[config.mk]
export PLATFORM = sky130hd
export DESIGN_NAME = eeprom_verify_seq
export DESIGN_NICKNAME = d
export VERILOG_FILES = /design/src/rtl/eeprom_pkg.sv /design/src/rtl/eeprom_req_pulse.sv /design/src/rtl/eeprom_verify_seq.sv
export SDC_FILE = /design/constraint.sdc
export NUM_CORES = 1
export LEC_CHECK = 0
export CORE_MARGIN = 2
export CORE_UTILIZATION = 40
export DETAILED_ROUTE_END_ITERATION = 8
export HOLD_SLACK_MARGIN = 0.05
export PLACE_DENSITY = 0.68
export SLEW_MARGIN = 20
export SYNTH_ARGS = -nofsm -noshare
export SYNTH_HDL_FRONTEND = slang
export SYNTH_HIERARCHICAL = 1
export SYNTH_SLANG_ARGS = --single-unit
export TNS_END_PERCENT = 1
[constraint.sdc]
create_clock -name Clk -period 3.81 [get_ports Clk]
set_input_delay 0.5715 -clock Clk [delete_from_list [all_inputs] [get_ports Clk]]
set_output_delay 0.5715 -clock Clk [all_outputs]
set_load 0.02 [all_outputs]
[src/rtl/eeprom_pkg.sv]
// Shared types and defaults for the EEPROM verify sequencer and its request helper.
package eeprom_pkg;

  localparam int unsigned EEPROM_ADDR_W      = 13;        // 24LC64: 8 KB
  localparam int unsigned DEF_TWC_CYCLES     = 250000;    // 5 ms at 50 MHz
  localparam int unsigned DEF_TIMEOUT_CYCLES = 1000000;
  localparam logic [7:0]  DEF_SEED           = 8'hFF;

  typedef enum logic [2:0] {
    IDLE,
    WR_REQ,
    WR_WAIT,
    WR_TWC,
    RD_REQ,
    RD_WAIT,
    CMP,
    FINISH
  } seq_state_t;

  // Test pattern: descending bytes starting at the seed.
  function automatic logic [7:0] pattern_byte(input logic [7:0] seed, input logic [15:0] idx);
    return seed - idx[7:0];
  endfunction

endpackage

[src/rtl/eeprom_req_pulse.sv]
// Edge detection on the eeprom_rw bit clock and done flag, plus the
// one-bit-clock-period enable pulse shared by the write and read paths.
module eeprom_req_pulse
  import eeprom_pkg::*;
(
  input  logic Clk,
  input  logic Rst,
  input  logic Eeprom_clk,
  input  logic Eeprom_done,
  input  logic i_start,
  input  logic i_rd,
  input  logic i_abort,
  output logic o_wr_en,
  output logic o_rd_en,
  output logic o_en_rise_c,
  output logic o_done_rise_c
);

  logic r_clk_cur;
  logic r_clk_prev;
  logic r_done_cur;
  logic r_done_prev;
  logic r_armed;
  logic r_rd;
  logic r_wr_en;
  logic r_rd_en;
  logic w_clk_rise;

  assign w_clk_rise    = r_clk_cur & ~r_clk_prev;
  assign o_done_rise_c = r_done_cur & ~r_done_prev;
  assign o_en_rise_c   = r_armed & w_clk_rise & ~i_start & ~i_abort;
  assign o_wr_en       = r_wr_en;
  assign o_rd_en       = r_rd_en;

  // Armed on request; enable rises at the next bit-clock edge and falls at the one after.
  always_ff @(posedge Clk) begin
    if (Rst) begin
      r_clk_cur   <= 1'b0;
      r_clk_prev  <= 1'b0;
      r_done_cur  <= 1'b0;
      r_done_prev <= 1'b0;
      r_armed     <= 1'b0;
      r_rd        <= 1'b0;
      r_wr_en     <= 1'b0;
      r_rd_en     <= 1'b0;
    end else begin
      r_clk_cur   <= Eeprom_clk;
      r_clk_prev  <= r_clk_cur;
      r_done_cur  <= Eeprom_done;
      r_done_prev <= r_done_cur;
      if (i_abort) begin
        r_armed <= 1'b0;
        r_wr_en <= 1'b0;
        r_rd_en <= 1'b0;
      end else if (i_start) begin
        r_armed <= 1'b1;
        r_rd    <= i_rd;
      end else if (w_clk_rise) begin
        if (r_armed) begin
          r_armed <= 1'b0;
          r_wr_en <= ~r_rd;
          r_rd_en <= r_rd;
        end else begin
          r_wr_en <= 1'b0;
          r_rd_en <= 1'b0;
        end
      end
    end
  end

endmodule

[src/rtl/eeprom_verify_seq.sv]
// Write-then-readback self-test sequencer placed in front of eeprom_rw;
// reports pass/fail, mismatch count and first failing address.
module eeprom_verify_seq
  import eeprom_pkg::*;
#(
  parameter int unsigned ADDR_W         = EEPROM_ADDR_W,
  parameter logic [7:0]  SEED           = DEF_SEED,
  parameter int unsigned TWC_CYCLES     = DEF_TWC_CYCLES,
  parameter int unsigned TIMEOUT_CYCLES = DEF_TIMEOUT_CYCLES
) (
  input  logic        Clk,
  input  logic        Rst,
  input  logic        Start,
  input  logic [15:0] Base_addr,
  input  logic [15:0] Length,
  input  logic        Eeprom_clk,
  input  logic        Eeprom_done,
  input  logic [7:0]  Eeprom_rd_data,
  output logic        Eeprom_wr_en,
  output logic        Eeprom_rd_en,
  output logic [15:0] Eeprom_addr,
  output logic [7:0]  Eeprom_wr_data,
  output logic        Busy,
  output logic        Done,
  output logic        Pass,
  output logic [15:0] Err_cnt,
  output logic [15:0] First_err_addr,
  output logic        Timeout
);

  localparam logic [15:0] ADDR_MASK = 16'((33'd1 << ADDR_W) - 33'd1);
  localparam int unsigned TWC_W     = (TWC_CYCLES > 1) ? $clog2(TWC_CYCLES) : 1;
  localparam int unsigned TO_W      = $clog2(TIMEOUT_CYCLES + 1);

  seq_state_t r_state;
  seq_state_t w_state_nxt;

  logic [15:0]      r_base;
  logic [15:0]      r_len;
  logic [15:0]      r_idx;
  logic [TWC_W-1:0] r_twc_cnt;
  logic [TO_W-1:0]  r_to_cnt;
  logic             r_to_run;
  logic [7:0]       r_rd_byte;
  logic [15:0]      r_addr;
  logic [7:0]       r_wr_data;
  logic             r_busy;
  logic             r_done;
  logic             r_pass;
  logic [15:0]      r_err_cnt;
  logic [15:0]      r_first_err;
  logic             r_timeout;

  logic        w_done_rise;
  logic        w_en_rise;
  logic        w_more;
  logic        w_twc_last;
  logic        w_to_hit;
  logic [15:0] w_addr_cur;
  logic [7:0]  w_pat_cur;

  logic w_accept;
  logic w_req_start;
  logic w_req_rd;
  logic w_abort;
  logic w_twc_start;
  logic w_idx_inc;
  logic w_idx_clr;
  logic w_capture;
  logic w_cmp;
  logic w_timeout;

  assign w_addr_cur = (r_base + r_idx) & ADDR_MASK;
  assign w_pat_cur  = pattern_byte(SEED, r_idx);
  assign w_more     = (17'(r_idx) + 17'd1) < 17'(r_len);
  assign w_twc_last = (r_twc_cnt == TWC_W'(TWC_CYCLES - 1));
  assign w_to_hit   = r_to_run && (r_to_cnt == TO_W'(TIMEOUT_CYCLES));

  eeprom_req_pulse u_req_pulse (
    .Clk           (Clk),
    .Rst           (Rst),
    .Eeprom_clk    (Eeprom_clk),
    .Eeprom_done   (Eeprom_done),
    .i_start       (w_req_start),
    .i_rd          (w_req_rd),
    .i_abort       (w_abort),
    .o_wr_en       (Eeprom_wr_en),
    .o_rd_en       (Eeprom_rd_en),
    .o_en_rise_c   (w_en_rise),
    .o_done_rise_c (w_done_rise)
  );

  always_ff @(posedge Clk) begin
    if (Rst) r_state <= IDLE;
    else     r_state <= w_state_nxt;
  end

  // Next state and per-cycle datapath strobes.
  always_comb begin
    w_state_nxt = r_state;
    w_accept    = 1'b0;
    w_req_start = 1'b0;
    w_req_rd    = 1'b0;
    w_abort     = 1'b0;
    w_twc_start = 1'b0;
    w_idx_inc   = 1'b0;
    w_idx_clr   = 1'b0;
    w_capture   = 1'b0;
    w_cmp       = 1'b0;
    w_timeout   = 1'b0;
    case (r_state)
      IDLE: begin
        if (Start) begin
          w_accept    = 1'b1;
          w_state_nxt = (Length == 16'd0) ? FINISH : WR_REQ;
        end
      end
      WR_REQ: begin
        w_req_start = 1'b1;
        w_state_nxt = WR_WAIT;
      end
      WR_WAIT: begin
        if (w_done_rise) begin
          w_twc_start = 1'b1;
          w_state_nxt = WR_TWC;
        end else if (w_to_hit) begin
          w_timeout   = 1'b1;
          w_abort     = 1'b1;
          w_state_nxt = FINISH;
        end
      end
      WR_TWC: begin
        if (w_twc_last) begin
          if (w_more) begin
            w_idx_inc   = 1'b1;
            w_state_nxt = WR_REQ;
          end else begin
            w_idx_clr   = 1'b1;
            w_state_nxt = RD_REQ;
          end
        end
      end
      RD_REQ: begin
        w_req_start = 1'b1;
        w_req_rd    = 1'b1;
        w_state_nxt = RD_WAIT;
      end
      RD_WAIT: begin
        if (w_done_rise) begin
          w_capture   = 1'b1;
          w_state_nxt = CMP;
        end else if (w_to_hit) begin
          w_timeout   = 1'b1;
          w_abort     = 1'b1;
          w_state_nxt = FINISH;
        end
      end
      CMP: begin
        w_cmp = 1'b1;
        if (w_more) begin
          w_idx_inc   = 1'b1;
          w_state_nxt = RD_REQ;
        end else begin
          w_state_nxt = FINISH;
        end
      end
      FINISH:  w_state_nxt = IDLE;
      default: w_state_nxt = IDLE;
    endcase
  end

  // Datapath: run parameters, address/data, counters and result registers.
  always_ff @(posedge Clk) begin
    if (Rst) begin
      r_base      <= 16'd0;
      r_len       <= 16'd0;
      r_idx       <= 16'd0;
      r_twc_cnt   <= '0;
      r_to_cnt    <= '0;
      r_to_run    <= 1'b0;
      r_rd_byte   <= 8'd0;
      r_addr      <= 16'd0;
      r_wr_data   <= 8'd0;
      r_busy      <= 1'b0;
      r_done      <= 1'b0;
      r_pass      <= 1'b0;
      r_err_cnt   <= 16'd0;
      r_first_err <= 16'hFFFF;
      r_timeout   <= 1'b0;
    end else begin
      r_done <= 1'b0;

      if (w_accept) begin
        r_base      <= Base_addr;
        r_len       <= Length;
        r_idx       <= 16'd0;
        r_err_cnt   <= 16'd0;
        r_first_err <= 16'hFFFF;
        r_timeout   <= 1'b0;
        r_pass      <= 1'b0;
        r_busy      <= 1'b1;
      end

      // Timeout window opens when the enable actually asserts.
      if (w_req_start) begin
        r_addr   <= w_addr_cur;
        r_to_run <= 1'b0;
        r_to_cnt <= '0;
        if (!w_req_rd) r_wr_data <= w_pat_cur;
      end else if (w_en_rise) begin
        r_to_run <= 1'b1;
        r_to_cnt <= '0;
      end else if (r_to_run && !w_to_hit) begin
        r_to_cnt <= r_to_cnt + TO_W'(1);
      end

      if (w_twc_start)            r_twc_cnt <= '0;
      else if (r_state == WR_TWC) r_twc_cnt <= r_twc_cnt + TWC_W'(1);

      if (w_capture) r_rd_byte <= Eeprom_rd_data;

      if (w_cmp && (r_rd_byte != w_pat_cur)) begin
        if (r_err_cnt != 16'hFFFF) r_err_cnt <= r_err_cnt + 16'd1;
        if (r_err_cnt == 16'd0)    r_first_err <= r_addr;
      end

      if (w_idx_inc)      r_idx <= r_idx + 16'd1;
      else if (w_idx_clr) r_idx <= 16'd0;

      if (w_timeout) r_timeout <= 1'b1;

      if (r_state == FINISH) begin
        r_done <= 1'b1;
        r_busy <= 1'b0;
        r_pass <= (r_err_cnt == 16'd0) && !r_timeout;
      end
    end
  end

  assign Eeprom_addr    = r_addr;
  assign Eeprom_wr_data = r_wr_data;
  assign Busy           = r_busy;
  assign Done           = r_done;
  assign Pass           = r_pass;
  assign Err_cnt        = r_err_cnt;
  assign First_err_addr = r_first_err;
  assign Timeout        = r_timeout;

endmodule

# After elaboration in Yosys (flattened, before gate mapping)
# Cells that the tools add are included.
# op_classes
addsub	7
n_lt_le_gt_ge	1
eq_ne	13
n_mux	43
bitwise	11
reduce_logical	24
# ops
cell	count
2-to-1 mux 16 bit	9
adder 16 x 1 -> 16 bit, second input constant	2
zero test 16 bit	2
2-to-1 mux 1 bit	24
one-hot mux 3 bit (8 select lines)	1
2-to-1 mux 3 bit	7
adder 20 x 1 -> 20 bit, second input constant	1
equality test 20 bit, second input constant	1
adder 18 x 1 -> 18 bit, second input constant	1
equality test 18 bit, second input constant	1
adder 16 x 1 -> 17 bit, second input constant	1
< comparator 17 x 16 -> 1 bit	1
inequality test 16 bit, second input constant	1
adder 13 bit	1
equality test 3 bit, second input constant	4
OR reduction 2 bit	6
inequality test 8 bit	1
AND reduction 2 bit	4
subtractor 8 bit, first input constant	1
equality test 3 x 2 -> 1 bit, second input constant	2
NOT 1 bit	6
nonzero test 2 bit	3
AND 1 bit	5
logical AND 1 bit	4
other kinds (8)	10
# word_totals
reg_bits	160
in_bits	45
wordCells	123

# Logic depth before layout (Yosys ltp)
# Gate-level depths: netlist (run 1).
# depth
depth_word	8
ltp_mapped	14
ltp_nobuf	12

# Modules after synthesis
# The synthesis (run 1) kept the hierarchy.
# by_module_without_submodules
mod	instances	cells_each	area_per_inst_um2
eeprom_verify_seq	1	937	7771.2
eeprom_req_pulse	1	27	295.3

# Least setup slack after synthesis (run 1)
# No wires, ideal clock.
# synth_path
path_kind	register to register
from	register r_idx[1]
to	register r_idx[0]
setup_ns	0.125
arrival_time_ns	2.937
required_time_ns	3.685
setup_slack_ns	0.747
path_stages_with_launch	15
period_less_slack_ns	3.063
cell_sequence	dfxtp_1 -> ha_1 -> nand2_1 -> nor2_1 -> and3_1 -> xor2_1 -> ha_1 -> nand4_1 -> nor2_1 -> o2bb2ai_1 -> o41ai_2 -> and3b_1 -> buf_4 -> buf_4 -> o22ai_1
# synth_via
elab_chain_len	7
# synth_lines
element	line	rtl
start, declared	eeprom_verify_seq.sv:40	logic [15:0] r_idx;
start signal, assigned	eeprom_verify_seq.sv:227	if (w_idx_inc) r_idx <= r_idx + 16'd1;
adder 16 x 1 -> 17 bit (*)	eeprom_verify_seq.sv:75	assign w_more = (17'(r_idx) + 17'd1) < 17'(r_len);
< comparator 17 x 16 -> 1 bit (*)	eeprom_verify_seq.sv:75	
2-to-1 mux 1 bit	eeprom_verify_seq.sv:134	if (w_more) begin
2-to-1 mux 1 bit	eeprom_verify_seq.sv:133	if (w_twc_last) begin
2-to-1 mux 1 bit	eeprom_verify_seq.sv:111	case (r_state)
2-to-1 mux 16 bit	eeprom_verify_seq.sv:228	else if (w_idx_clr) r_idx <= 16'd0;
2-to-1 mux 16 bit	eeprom_verify_seq.sv:227	
# Every way passes the cells marked *; elsewhere a longest branch is shown, timed or not.
# A chain may end at the register's enable or synchronous reset.

# Final worst setup path (run 1)
# Ends and elaborated chain as after synthesis.

==> results.md, run 1 <==
- Endpoints failing setup: 0
- CP cell instances: ha_1, nand2_1, nor2_1, and3_1, xor2_1, ha_1, nand4_1, nor2_1, o2bb2ai_1, o41ai_2, and3b_1, buf_4, o22ai_1
- YS warnings: 6
- Post-cts resize count: 0
- Max-slew headroom: 33.9%
- Antenna diodes: 0
- Leakage power: 3.67 nW
- Gr usage total: 18.3%
- Count leader, synth: dfxtp_1
- Final max-slew violation count: 0
- Slowest library cell on the worst path: o41ai_2
- First-pass GRT wire length: 31.9 mm
- Non-Filler Instances: 1323
- CP Capture Type: flip-flop
- Pin count of the biggest net entering global routing: 45
- Slowest stage delay, CP: 0.53 ns
- Post-synth top flop: dfxtp_1
- CP Buf/Inv Count: 1
- Max cap viols: 0
- Hold Vio Cnt, Final: 0
- Clock Sink Count: 160
- Via density: 5.32
- Mapped Avg Cell Area: 8.37 sq um
- Postcts setup bufs: 0
- CTS H-tree depth: 4
- Post-synth EDFFs: 0
- CTS tree: built
- Crit path max fanout: 16
- PwrDens: approximately 530 nW/um^2
- Tightest Pin Transition: 0.983 ns
- GPL Wtd Cong: between 0.8 and 0.9
- Crit path DAT: 3.67 ns
- Async SR Flop Fraction: 0%
- Area grow syn2layout: 23.3%
- Remaining global-route overflow: 0
- Die Wd: 146 um
- GR peak layer: met2
- Layout net count: roughly 1100
- Top cell family by delay on the critical path: simple AND/OR/NAND/NOR gates
- Routed WL: 19.4 mm
- Initial antenna violation count: 0
- Synth Instances: 964
- Fmax: 297 MHz
- Register area share after synthesis: 39.7%
- Final total power: around 0.0053 W
- Remaining DRCs: 0
- Met2 usage: between 20 and 30%
- Worst Clk Skew: approximately 0.0071 ns
- Period minus WS final: 3.36 ns
- M1 GR Usage: between 20% and 30%
- CTS Hold Bufs: 0
- Layout cells sized above 1: 7.56%
- Area share of the largest cell type after synthesis: 39.7%
- Worst-skew pair later-pin latency: 0.43 ns
- Maximum root-to-sink buffer count: 2
- FF+latch count, synth: 160
- Post-Syn Area: 8070 sq um
- Drt pass-1 iters: 5
- Clock slew at reported path FFs: 0.06 ns
- Core area: just under 20000 sq um
- Vias: 7039
- Maximum VDD drop: 365 uV
- Final ANT Viol Nets: 0
- Post-synth top cells: dfxtp_1 (160), nand2_1 (127), nor2_1 (83)
- WS Path Type: flip-flop to flip-flop
- Clk root buf: clkbuf_16
- Worst Setup Start Kind: flip-flop
- HPWL after detailed placement: 14.0 mm
- Total CTS buffers: 17
- PortBufs: 100
- Initial Utilization: 41.0%
- Routed WL per cell: 14.7 um
- Grt met3 use: roughly 3.8%
- Synth area leader: dfxtp_1
- Die Area: ~21000 sq um
- Vias in the first global route: 6356
- Top-level port count: 107
- Setup TNS: 0 ns
- Fin crit share: 88.3%
- Status: finished, final reports clean
- HP Class: flip-flop to flip-flop
- DIE HEIGHT: 146 um
- Placed Cells: 1292
- Post-synthesis cell type count: a little under 70
- FP Rows: between 50 and 60
- Worst Path Required: 4.12 ns
- RSZ-0062 raised after global routing: no
- Initial detailed-routing violation count: 390
- Dominant cells by area after synthesis: dfxtp_1 (40%), nand2_1 (5.9%), ha_1 (5.1%), a21oi_1 (4.4%), xnor2_1 (4.0%)
==> worst register-to-register path, cell delays in order (launching register included) <==
cell and delay, ns:
dfxtp_1 0.52, ha_1 0.28, nand2_1 0.07, nor2_1 0.12, and3_1 0.20, xor2_1 0.30, ha_1 0.31, nand4_1 0.12
nor2_1 0.06, o2bb2ai_1 0.12, o41ai_2 0.53, and3b_1 0.24, buf_4 0.26, o22ai_1 0.12
==> final cells by class <==
type / instances / area [sq um]
multi-input cells: 712 / 4460
clock inverters: 10 / 206
flip-flops and latches: 160 / 3200
well taps: 265 / 332
fillers: 1902 / 9710
inverters: 38 / 143
clock buffers: 21 / 470
repair buffers: 117 / 1130
==> state kept, by name, indices dropped and copies added, names as in the netlist, 3 cells and up <==
signal          cells
First_err_addr     16
r_idx              16
Err_cnt            16
r_twc_cnt          18
r_state             3
r_rd_byte           8
r_base             13
r_len              16
Eeprom_addr        13
Eeprom_wr_data      8
r_to_cnt           20
==> metrics by stage <==
stage	setup slack, ns	utilization (%)	area, sq um	hold slack, ns
floorplan	0.747	-	8070	0.432
global placement	0.585	47.1	9260	0.441
detailed placement	0.524	47.1	9260	0.445
CTS	0.500	50.6	9940	0.453
global route	0.235	50.6	9940	0.468
finish	0.446	50.6	9940	0.449
==> layout by cell type, fill, tap and decap left out, types with 11 or more instances in the layout <==
cell / instances
nand2_1: 127
dfxtp_1: 160
clkdlybuf4s50_1: 99
a21o_1: 11
or3_1: 14
a21oi_1: 71
inv_1: 36
a211oi_1: 15
ha_1: 33
nor3_1: 42
o21bai_1: 16
xnor2_1: 37
nand4_1: 15
buf_4: 18
clkbuf_16: 17
nor4_1: 19
nor2_1: 82
xor2_1: 24
o21ai_0: 28
and3_1: 12
nand3_1: 48
==> worst paths after layout <==
| check | slack (ns) | endpoint | cells past startpoint | startpoint |
|---|---|---|---|---|
| worst max-delay path | 0.45 | r_idx[0] | 13 | r_idx[1] |
| worst max register to register | 0.45 | r_idx[0] | 13 | r_idx[1] |
| worst min register to register | 0.45 | r_len[0] | 2 | r_len[0] |
| worst min-delay path | 0.45 | r_len[0] | 2 | r_len[0] |
==> power by group <==
part           leakage (nW)  switching (W)  internal [W]  total, W
Sequential             1.30       0.000151       0.00185   0.00200
Clock                 0.329       0.000682       0.00128   0.00196
Combinational          2.05       0.000818      0.000491   0.00131
==> per-layer routing <==
| metal | wire (um) | part of all wire (%) |
|---|---|---|
| met1 | 9540 | 49 |
| met2 | 8600 | 44 |
| met3 | 921 | 4.7 |
| met4 | 367 | 1.9 |
| met5 | 0 | 0 |
==> logic make-up (layout without fill, tap and decap cells) <==
| logic type | count (synthesis) | count (layout) | synth area share, % |
|---|---|---|---|
| other | 1 | 3 | 0.0465 |
| AND/OR/NAND/NOR | 417 | 417 | 26.2 |
| buffers and inverters | 94 | 186 | 5.10 |
| flip-flops | 160 | 160 | 39.7 |
| multiplexers | 8 | 8 | 1.05 |
| adder cells (fa/ha/maj) | 34 | 34 | 5.37 |
| XOR/XNOR | 61 | 61 | 6.62 |
| AO/OA/AOI/OAI | 189 | 189 | 15.9 |
Note: power is estimated with default switching activity, not from simulation.
==> inputs of run 2 (changes only) <==
CTS_CLUSTER_SIZE = 40   (was not set)
DONT_BUFFER_PORTS = 1   (was not set)
PLACE_DENSITY = 0.61   (was 0.68)
==> results.md, run 2 (same netlist as run 1, synthesis figures left out) <==
- PortBufs: 0 (-100%)
- Hold_ws: 0.244 ns (-0.206 ns)
- Final max-slew violation count: 0 (unchanged)
- Final total power: 0.00500 W (-5.1%)
- Initial Utilization: 41.0% (unchanged)
- Vias in the first global route: 6116 (-3.8%)
- Vias: 6644 (-5.6%)
- Flop2flop setup slack: 0.51 ns (+0.06 ns)
- FF-to-FF End: r_idx[0]
- CTS H-tree depth: 4 (unchanged)
- Total CTS buffers: 17 (unchanged)
- Final instance area: 8920 sq um (-10%)
- Maximum VDD drop: 444 uV (+22%)
- Status: finished, final reports clean
- Remaining global-route overflow: 0 (unchanged)
- CP cell instances: ha_1, nand2_1, nor2_1, and3_1, xor2_1, ha_1, nand4_1, nor2_1, o2bb2ai_1, o41ai_2, and3b_1, buf_4, o22ai_1
- Top-level port count: 107 (unchanged)
- Routed WL: 18.9 mm (-2.6%)
- Core area: 19700 sq um (unchanged)
- Gr usage total: 17.8% (-0.49 points)
- Layout cells sized above 1: 7.93% (+0.37 points)
- Pin count of the biggest net entering global routing: 107 (+140%)
- Worst-skew pair later-pin latency: 0.42 ns (about the same)
- CP Capture Type: flip-flop
- Worst Path Required: 4.11 ns (about the same)
- Crit path max fanout: 16 (unchanged)
- Routed WL per cell: 15.5 um (+5.3%)
- Regs by FF count: r_to_cnt: 20 flops, r_twc_cnt: 18 flops
- Drt pass-1 iters: 5 (unchanged)
- Tightest Pin Transition: 1.07 ns (+0.0843 ns)
- Clk root buf: clkbuf_16
- Worst Setup Start Kind: flip-flop
- Max cap viols: 0 (unchanged)
- Commonest non-fill, non-tap cell in the layout: dfxtp_1
- Fin util: 45.4% (-5.2 points)
- Period minus WS final: 3.30 ns (-0.0602 ns)
- Post-cts resize count: 0 (unchanged)
- Initial detailed-routing violation count: 380 (-2.6%)
- CTS tree: built
- FP Rows: 51 (unchanged)
- HPWL after detailed placement: 13.4 mm (-4.6%)
- Area grow syn2layout: 10.5%
- Cell depth of the worst hold path: 1 (-1)
- Layout net count: 1024 (-9.0%)
- Die Wd: 146 um (unchanged)
- Most frequent cells in the layout: dfxtp_1 (160), nand2_1 (127), nor2_1 (83)
- Setup TNS: 0 ns (unchanged)
- DIE HEIGHT: 146 um (unchanged)
- Postcts setup bufs: 0 (unchanged)
- Slowest library cell on the worst path: o41ai_2
- GPL Wtd Cong: 0.884 (+2.6%)
- Fin crit share: 86.7% (-1.6 points)
- Fmax: 303 MHz (+1.8%)
- Maximum root-to-sink buffer count: 2 (unchanged)
- CTS Hold Bufs: 0 (unchanged)
- Worst Clk Skew: 0.00809 ns (+0.000999 ns)
- Remaining DRCs: 0 (unchanged)
- R2R Path Start: r_idx[0]
- Crit path DAT: 3.60 ns (-0.07 ns)
- First-pass GRT wire length: 31.0 mm (-2.9%)
- HP Class: input port to flip-flop
- Area after DPL: 8260 sq um (-11%)
- PwrDens: 561 nW/um^2 (+5.8%)
- Die Area: 21300 sq um (unchanged)
- Via density: 5.43 (+2.0%)
- Worst hold start: Rst
- Endpoints failing setup: 0 (unchanged)
- Initial antenna violation count: 1 (+1)
- Top reg by flops: r_to_cnt
- Final ANT Viol Nets: 0 (unchanged)
- WS Path Type: flip-flop to flip-flop
- Worst reg2reg path depth: 13 (unchanged)
- Slowest stage delay, CP: 0.52 ns (about the same)
- Max-slew headroom: 28.6% (-5.3 points)
- Largest register FFs: 20 (unchanged)
- RSZ-0062 raised after global routing: no
- Hold Crit Endpoint: u_req_pulse/r_rd
- Clock slew at reported path FFs: 0.06 ns (about the same)
- Leakage power: 3.27 nW (-11%)
- Clock Sink Count: 160 (unchanged)
- Hold Vio Cnt, Final: 0 (unchanged)
[run 2: worst max path at each step]
stage | start | end
2_1_floorplan | r_idx[1] | r_idx[0]
3_3_place_gp | r_idx[0] | r_idx[0]
3_5_place_dp | r_idx[0] | r_idx[0]
4_1_cts | r_idx[0] | r_idx[0]
5_1_grt | r_idx[1] | r_idx[0]
6_report | r_idx[0] | r_idx[0]
[run 2: metal layers]
metal | track usage (%) | vias up | wire length, um
met5 | 0 | - | 0
met4 | 4.22 | 0 | 153
met3 | 4.98 | 14 | 1160
met2 | 27.3 | 163 | 8370
met1 | 24.8 | 3092 | 9230
li1 | - | 3375 | -
[run 2: worst max-delay path, delay by kind of cell, from the launching register on]
| kind | cells | cell delay, ns |
|---|---|---|
| adders and majority gates | 2 | 0.51 |
| buffers and inverters | 1 | 0.25 |
| and+or+nand+nor | 6 | 1.03 |
| AOI/OAI and AO/OA | 3 | 0.77 |
| xor gates and xnor gates | 1 | 0.29 |
| DFF | 1 | 0.33 |
[run 2: layout make-up]
class	count	area, sq um
fillers	2011	10700
multi-input cells	712	4460
flip-flops and latches	160	3200
clock buffers	23	478
well taps	265	332
clock inverters	9	179
inverters	38	143
repair buffers	16	120
diodes	1	2.50
[run 2: power by group]
group | internal, W | switching, W
Combinational | 0.000321 | 0.000656
Clock | 0.00122 | 0.000682
Sequential | 0.00185 | 0.000272
Total | 0.00339 | 0.00161
[run 2: metrics by stage]
step                      instances  worst slack, ns
after detailed placement       1191            0.516
after CTS                      1223            0.485
after global routing           1223            0.259
after floorplan                 966            0.747
after global placement         1191            0.609
final                          1224            0.506
==> inputs of run 3 (changes only) <==
CTS_CLUSTER_DIAMETER = 150   (was not set)
CTS_CLUSTER_SIZE = not set   (was 40)
==> results of run 3 <==
Same layout as run 2: the final DEF is identical, and so are final timing and power.
